File: src/rtl/parity_pkg.sv
// ============================================================================
// Module      : parity_pkg
// Description : Shared constants and helpers for the lane-parity stream block.
// Revision    : 1.0 - initial release
// ============================================================================
`default_nettype none

package parity_pkg;

    localparam logic PAR_EVEN   = 1'b0;
    localparam logic PAR_ODD    = 1'b1;

    // Widest lane the lane_xor helper can reduce.
    localparam int   MAX_LANE_W = 64;

    function automatic logic lane_xor(input logic [MAX_LANE_W-1:0] data,
                                      input int                    width);
        logic r;
        r = 1'b0;
        for (int i = 0; i < MAX_LANE_W; i++) begin
            if (i < width) begin
                r = r ^ data[i];
            end
        end
        return r;
    endfunction

    function automatic bit cfg_ok(input int data_width, input int lanes);
        return (lanes > 0) && (data_width % lanes == 0) &&
               (data_width / lanes >= 1) && (data_width / lanes <= MAX_LANE_W);
    endfunction

endpackage

`default_nettype wire

File: src/rtl/parity_lane.sv
// ============================================================================
// Module      : parity_lane
// Description : Combinational parity generate/check for a single data lane.
// Revision    : 1.0 - initial release
// ============================================================================
`default_nettype none

module parity_lane
    import parity_pkg::*;
#(
    parameter int LANE_WIDTH = 8
) (
    input  logic [LANE_WIDTH-1:0] lane_i,
    input  logic                  odd_i,
    input  logic                  chk_en_i,
    input  logic                  rx_par_i,
    output logic                  par_o,
    output logic                  err_o
);

    logic w_xor;
    logic w_odd;

    assign w_xor = lane_xor(MAX_LANE_W'(lane_i), LANE_WIDTH);
    assign w_odd = (odd_i == PAR_ODD);

    // Received parity is correct when data^par equals the mode bit.
    assign par_o = w_xor ^ w_odd;
    assign err_o = chk_en_i & (w_xor ^ rx_par_i ^ w_odd);

endmodule

`default_nettype wire

File: src/rtl/parity_stream.sv
// ============================================================================
// Module      : parity_stream
// Description : One-stage valid/ready pipeline that generates/checks per-lane
//               parity and tracks a sticky error flag and error-beat counter.
// Revision    : 1.0 - initial release
// ============================================================================
`default_nettype none

module parity_stream
    import parity_pkg::*;
#(
    parameter int DATA_WIDTH = 32,
    parameter int LANES      = 4,
    parameter int CNT_WIDTH  = 16
) (
    input  logic                  clk,
    input  logic                  rst,
    input  logic                  odd,
    input  logic                  chk_en,
    input  logic                  clr,
    input  logic                  s_valid,
    output logic                  s_ready,
    input  logic [DATA_WIDTH-1:0] s_data,
    input  logic [LANES-1:0]      s_par,
    output logic                  m_valid,
    input  logic                  m_ready,
    output logic [DATA_WIDTH-1:0] m_data,
    output logic [LANES-1:0]      m_par,
    output logic [LANES-1:0]      m_err,
    output logic                  err_sticky,
    output logic [CNT_WIDTH-1:0]  err_cnt
);

    localparam int LANE_WIDTH = DATA_WIDTH / LANES;

    if (!cfg_ok(DATA_WIDTH, LANES)) begin : g_cfg_fatal
        $fatal(1, "parity_stream: DATA_WIDTH must be a nonzero multiple of LANES");
    end

    logic [LANES-1:0]      w_par;
    logic [LANES-1:0]      w_err;
    logic                  w_accept;
    logic                  w_err_beat;

    logic                  m_valid_q,    m_valid_d;
    logic [DATA_WIDTH-1:0] m_data_q,     m_data_d;
    logic [LANES-1:0]      m_par_q,      m_par_d;
    logic [LANES-1:0]      m_err_q,      m_err_d;
    logic                  err_sticky_q, err_sticky_d;
    logic [CNT_WIDTH-1:0]  err_cnt_q,    err_cnt_d;

    for (genvar g = 0; g < LANES; g++) begin : g_lane
        parity_lane #(
            .LANE_WIDTH (LANE_WIDTH)
        ) u_lane (
            .lane_i   (s_data[g*LANE_WIDTH +: LANE_WIDTH]),
            .odd_i    (odd),
            .chk_en_i (chk_en),
            .rx_par_i (s_par[g]),
            .par_o    (w_par[g]),
            .err_o    (w_err[g])
        );
    end

    // m_ready -> s_ready is the only combinational path through the block.
    assign s_ready    = !rst && (!m_valid_q || m_ready);
    assign w_accept   = s_valid && s_ready;
    assign w_err_beat = w_accept && (|w_err);

    always_comb begin
        m_valid_d    = m_valid_q;
        m_data_d     = m_data_q;
        m_par_d      = m_par_q;
        m_err_d      = m_err_q;
        err_sticky_d = err_sticky_q;
        err_cnt_d    = err_cnt_q;

        if (w_accept) begin
            m_valid_d = 1'b1;
            m_data_d  = s_data;
            m_par_d   = w_par;
            m_err_d   = w_err;
        end else if (m_ready) begin
            m_valid_d = 1'b0;
        end

        // A clear coinciding with an error beat keeps that beat's event.
        if (clr) begin
            err_sticky_d = w_err_beat;
            err_cnt_d    = w_err_beat ? CNT_WIDTH'(1) : '0;
        end else if (w_err_beat) begin
            err_sticky_d = 1'b1;
            if (err_cnt_q != '1) begin
                err_cnt_d = err_cnt_q + CNT_WIDTH'(1);
            end
        end
    end

    always_ff @(posedge clk) begin
        if (rst) begin
            m_valid_q    <= 1'b0;
            m_data_q     <= '0;
            m_par_q      <= '0;
            m_err_q      <= '0;
            err_sticky_q <= 1'b0;
            err_cnt_q    <= '0;
        end else begin
            m_valid_q    <= m_valid_d;
            m_data_q     <= m_data_d;
            m_par_q      <= m_par_d;
            m_err_q      <= m_err_d;
            err_sticky_q <= err_sticky_d;
            err_cnt_q    <= err_cnt_d;
        end
    end

    assign m_valid    = m_valid_q;
    assign m_data     = m_data_q;
    assign m_par      = m_par_q;
    assign m_err      = m_err_q;
    assign err_sticky = err_sticky_q;
    assign err_cnt    = err_cnt_q;

endmodule

`default_nettype wire

File: config.mk
export PLATFORM = sky130hd
export DESIGN_NAME = parity_stream
export DESIGN_NICKNAME = d
export VERILOG_FILES = /design/src/rtl/parity_pkg.sv /design/src/rtl/parity_lane.sv /design/src/rtl/parity_stream.sv
export SDC_FILE = /design/constraint.sdc
export NUM_CORES = 1
export LEC_CHECK = 0
export CAP_MARGIN = 20
export CORE_ASPECT_RATIO = 0.8
export CORE_UTILIZATION = 35
export CTS_CLUSTER_DIAMETER = 80
export DETAILED_ROUTE_END_ITERATION = 10
export GPL_ROUTABILITY_DRIVEN = 0
export PLACE_DENSITY = 0.64
export SETUP_SLACK_MARGIN = 0.05
export SYNTH_ARGS = -nofsm -noshare
export SYNTH_HDL_FRONTEND = slang
export SYNTH_SLANG_ARGS = --single-unit
File: constraint.sdc
create_clock -name clk -period 2.8 [get_ports clk]
set_clock_uncertainty 0.05 [all_clocks]
set_input_delay 0.28 -clock clk [delete_from_list [all_inputs] [get_ports clk]]
set_output_delay 0.28 -clock clk [all_outputs]
set_load 0.05 [all_outputs]
# Word level (Yosys, flattened, before mapping)
# Index checks and enable logic that the tools add are counted.
[classes] muxes=8 bitwise_logic=44 n_reduce_logical=11 add_sub_neg=1 eq_ne=1
[op_table] cell="2-to-1 mux 16 bit" n=3
[op_table] cell="bitwise XOR 1 bit" n=40
[op_table] cell="adder 16 x 1 -> 16 bit, second input constant" n=1
[op_table] cell="!= test 16 bit, second input constant" n=1
[op_table] cell="nonzero test 2 bit" n=3
[op_table] cell="2-to-1 mux 1 bit" n=5
[op_table] cell="bitwise AND 1 bit" n=4
[op_table] cell="OR reduction 4 bit" n=1
[op_table] cell="logical AND 1 bit" n=3
[op_table] cell="logical NOT 1 bit" n=2
[op_table] cell="AND reduction 2 bit" n=1
[op_table] cell="logical OR 1 bit" n=1
[word_totals] inputBits=43 out_inout_bits=59 ff_bits=58 word_cells=71

# Longest topological paths before layout
# Gate-level depths: netlist of run 1.
[depth] ltp_word=14 depth_mapped=9 ltp_nobuf=7

# Cells and area by module
# From an unflattened synthesis of run 1, not the netlist that was laid out.
[hier_totals] cells_unflattened=334 area_unflattened_um2=2989.1
[modules_own_cells] mod="parity_stream" area_each_um2=2463.6 cells_per_inst=294 n_inst=1 seq_area_each_um2=1161.1
[modules_own_cells] mod="parity_lane" area_each_um2=131.4 cells_per_inst=10 n_inst=4 seq_area_each_um2=0.0

# Least setup slack after synthesis of run 1
# No wires, ideal clock.
[synth_timing] kind="flip-flop to flip-flop" start="register m_valid_q, in the netlist m_valid" end="register err_cnt_q[9], in the netlist err_cnt[9]" synth_period_minus_slack_ns=2.722 arrival_ns=2.602 stages_incl_launch_ff=8 setup_time_ns=0.070 required_time_ns=2.680 path_slack_ns=0.078 path_buffers=1 path_cell_list="dfxtp_1 nor2b_1 nor2_1 nand2_1 clkbuf_1 or3_1 or3_1 a21oi_1"
[synth_via] elab_chain_cells=7
[synth_rtl] element="start, declared" line_no="parity_stream.sv:45" rtl="logic m_valid_q, m_valid_d;"
[synth_rtl] element="start signal, assigned" line_no="parity_stream.sv:108" rtl="m_valid_q <= m_valid_d;"
[synth_rtl] element="logical NOT 1 bit" line_no="parity_stream.sv:66" rtl="assign s_ready = !rst && (!m_valid_q || m_ready);"
[synth_rtl] element="logical OR 1 bit" line_no="parity_stream.sv:66"
[synth_rtl] element="logical AND 1 bit" line_no="parity_stream.sv:66"
[synth_rtl] element="via s_ready" line_no="parity_stream.sv:22" rtl="output logic s_ready,"
[synth_rtl] element="logical AND 1 bit" line_no="parity_stream.sv:67" rtl="assign w_accept = s_valid && s_ready;"
[synth_rtl] element="logical AND 1 bit" line_no="parity_stream.sv:68" rtl="assign w_err_beat = w_accept && (|w_err);"
[synth_rtl] element="nonzero test 2 bit (no line)"
[synth_rtl] element="AND reduction 2 bit (no line)"
[synth_rtl] element="end signal, assigned" line_no="parity_stream.sv:113" rtl="err_cnt_q <= err_cnt_d;"
[synth_rtl] element="end, declared" line_no="parity_stream.sv:50" rtl="logic [CNT_WIDTH-1:0] err_cnt_q, err_cnt_d;"
# The timed path passes the listed nets, and every way through them passes these cells.
# A chain may end at the register's enable or synchronous reset.

# Final worst setup path of run 1
[layout_timing] start="input port s_data[27]" end="register err_cnt_q[8], in the netlist err_cnt[8]"
[layout_via] elab_chain_cells=12
[layout_rtl] element="start, declared" line_no="parity_stream.sv:23" rtl="input logic [DATA_WIDTH-1:0] s_data,"
[layout_rtl] element="bitwise XOR 1 bit (5 in series)" line_no="parity_pkg.sv:22" rtl="r = r ^ data[i];"
[layout_rtl] element="bitwise XOR 1 bit (2 in series)" line_no="parity_lane.sv:29" rtl="assign err_o = chk_en_i & (w_xor ^ rx_par_i ^ w_odd);"
[layout_rtl] element="bitwise AND 1 bit" line_no="parity_lane.sv:29"
[layout_rtl] element="OR reduction 4 bit" line_no="parity_stream.sv:68"
[layout_rtl] element="logical AND 1 bit" line_no="parity_stream.sv:68"
[layout_rtl] element="nonzero test 2 bit (no line)"
[layout_rtl] element="AND reduction 2 bit (no line)"
# No other way between the ends.

==> metrics, run 1 <==
hold buffer count at CTS=0; core area=7600 um^2; Post-Place Worst Slack=-101 ps; largest net degree at the start of global routing=47; CTS Buffer Depth=2; Synth Area in Compound Gates=a little under an eighth; # port buffers=101; post-synth net total=369; Crit Reg-Reg Endpoint=err_cnt[15]; row cnt=28; reg2reg start=err_cnt[0]; Yosys reg bits=58; CTS resizes=0; hold depth=2; Root Buffer=clkbuf_8; final setup margin=270 ps; Mapped Area=2830 um^2; Remaining DRCs=0; number of warnings issued by yosys=0; P&R area growth vs syn=50.0%; total gr overflow=0; Sum Neg Setup Slack=0 ps; Most used DFF post-synth=dfxtp_1; Async SR Flop Fraction=0%; Period minus WS final=2530 ps; share of the synthesized area in the top cell type=41.0%; Post-Layout Inst Area=between 4000 and 5000 um^2; Post-synth EDFFs=0; worst-case reg-to-reg path depth=7; first-pass GRT wire length=approximately 12000 um; initial antenna violation count=0; Leakage=1.53 nW; sequential area share after synthesis=41.0%; Synth area leaders=dfxtp_1 (41%), o21ai_0 (8.3%), nand2b_1 (7.1%); DP Area=4020 um^2; GRT Resource Usage Total=roughly 18%; HPWL Detailed=5460 um; vias per cell=~4.8; CP required=3000 ps; RSZ-0062 raised after global routing=false; post-synthesis simple-gate area fraction=27.4%; Slew Limit Fails=0; commonest cells in the netlist=dfxtp_1 (58), nand2_1 (53), o21ai_0 (47); CTS tree=done; final hold viol count=0; min-delay src=m_data[18]; min-delay worst type=reg -> reg; Tcrit/Tclk final=90.3%; count of final setup violators=0; Avg Cell Area, Syn=8.72 um^2; startpoint types=input pin; clock sink total=58; fmax=395 MHz; relative max-transition margin=63.9%; Post-CTS Setup Bufs=0; R2R Setup Slk=540 ps; Die Wd=103 um; H-Tree Depth=3; 1st-iter DRT viols=106; WL final=7600 um; mux cell area share after synthesis=1.06%; CP endpoint kind=register; max cap viols=0; Routed WL per cell=14.1 um; outcome=finished, final reports clean; vias in the first global route=2420; Num CTS Buffers=9; nets=approximately 470; Crit Path Max Fanout=21; die boundary height=between 80 and 90 um; count leader, synth=dfxtp_1; Mapped Cells=325; Top Ports=102; share of cells above drive strength 1=~8.8%; initial core utilization=37.3%; Slew @ Worst Pin=around 540 ps; Routed Antenna Nets=0; Pwr Density=604 nW/um^2; leading area contributor after synthesis=dfxtp_1; VDD IR max=~0.34 mV; Setup Crit Path Kind=in -> reg; Critical Path AT=2730 ps; Final Util=55.9%; Pre-antenna DRT Iters=4; Synth Area in Adders=less than 1%; hold worst-path end=m_data[18]; xor/xnor cell area share of the yosys netlist=14.8%; count of cell types in the netlist=33; routed vias=2597; Reg clk slew, reported paths=70 ps; die area=roughly 8500 um^2; largest family of logic cells by synthesized area=simple AND/OR/NAND/NOR gates; Antenna diodes=0; Worst-Skew Late Latency=about 320 ps
kinds of logic (layout without fill, tap and decap cells):
family,after synthesis,count (layout)
XOR/XNOR,32,32
AND/OR/NAND/NOR,146,146
buffers and inverters,22,131
AO/OA/AOI/OAI,63,63
adder cells (fa/ha/maj),1,1
multiplexers,3,3
flip-flops,58,58
critical path: stages:
cell	delay [ps]
clkdlybuf4s50_1	490
xor2_1	180
xnor3_1	450
xnor2_1	350
o41ai_4	150
buf_12	170
buf_4	150
or3_1	350
a21oi_1	160
layer usage:
layer | global-route usage, % | part of all wire (%) | vias to the layer above
met2 | 29.1 | 45 | 72
met5 | 0 | 0 | -
met4 | 5.57 | 1.4 | 0
met1 | 24.4 | 48 | 1188
met3 | 5.64 | 5.6 | 9
li1 | - | - | 1328
worst max path at each step:
stage | start | endpoint | slack [ps] | cells after the start
after global routing | s_data[31] | err_cnt[9] | 180 | 9
final | s_data[27] | err_cnt[8] | 270 | 9
after CTS | s_data[27] | err_cnt[8] | 240 | 9
after detailed placement | s_data[27] | err_cnt[8] | -100 | 9
after floorplan | m_valid | err_cnt[9] | 80 | 7
after global placement | s_data[26] | err_cnt[2] | 20 | 8
registers in the layout, summed over array words and instances, names as in the netlist:
signal / count
m_data: 32
m_valid: 1
m_err: 4
m_par: 4
err_sticky: 1
err_cnt: 16
power by group:
part           switching, W  total (W)  internal, W  leakage [nW]
sequential        0.0000309   0.000913     0.000882         0.476
clock              0.000338   0.000883     0.000545         0.108
combinational      0.000428   0.000770     0.000342         0.943
cell type report:
class | count | area [um^2]
flip-flops and latches | 58 | 1160
clock inverters | 4 | 75.1
well taps | 105 | 131
fillers | 733 | 3350
repair buffers | 115 | 1140
clock buffers | 11 | 151
multi-input cells | 245 | 1590
inverters | 1 | 3.75
cells in the final DEF, fill, tap and decap left out, types with 4 or more instances in the layout:
cell type / netlist / routed
clkdlybuf4s50_1: 0 / 100
dfxtp_1: 58 / 58
nand2_1: 53 / 53
o21ai_0: 47 / 47
nand2b_1: 32 / 32
xnor2_1: 16 / 16
or3_1: 15 / 15
buf_4: 0 / 13
a21oi_1: 12 / 12
clkbuf_8: 0 / 11
nand3_1: 10 / 10
xnor3_1: 8 / 8
nand3b_1: 8 / 8
or4_1: 8 / 8
nor2_1: 6 / 6
xor2_1: 4 / 4
xnor2_2: 4 / 4
metrics by stage:
step	hold slack [ps]	std cells	power [W]
5_1_grt	440	539	0.00267
2_1_floorplan	339	325	0.00138
4_1_cts	427	539	0.00259
3_3_place_gp	401	524	0.00169
3_5_place_dp	411	524	0.00170
6_report	422	539	0.00257
Power figures use the tool's default switching activity.
==> run 2, diff against run 1 <==
--- a/config.mk
+++ b/config.mk
@@ -5,7 +5,6 @@
 export SDC_FILE = /design/constraint.sdc
 export NUM_CORES = 1
 export LEC_CHECK = 0
-export CAP_MARGIN = 20
 export CORE_ASPECT_RATIO = 0.8
 export CORE_UTILIZATION = 35
 export CTS_CLUSTER_DIAMETER = 80
==> results of run 2 <==
The final DEF is identical to that of run 1; final timing and power are the same.
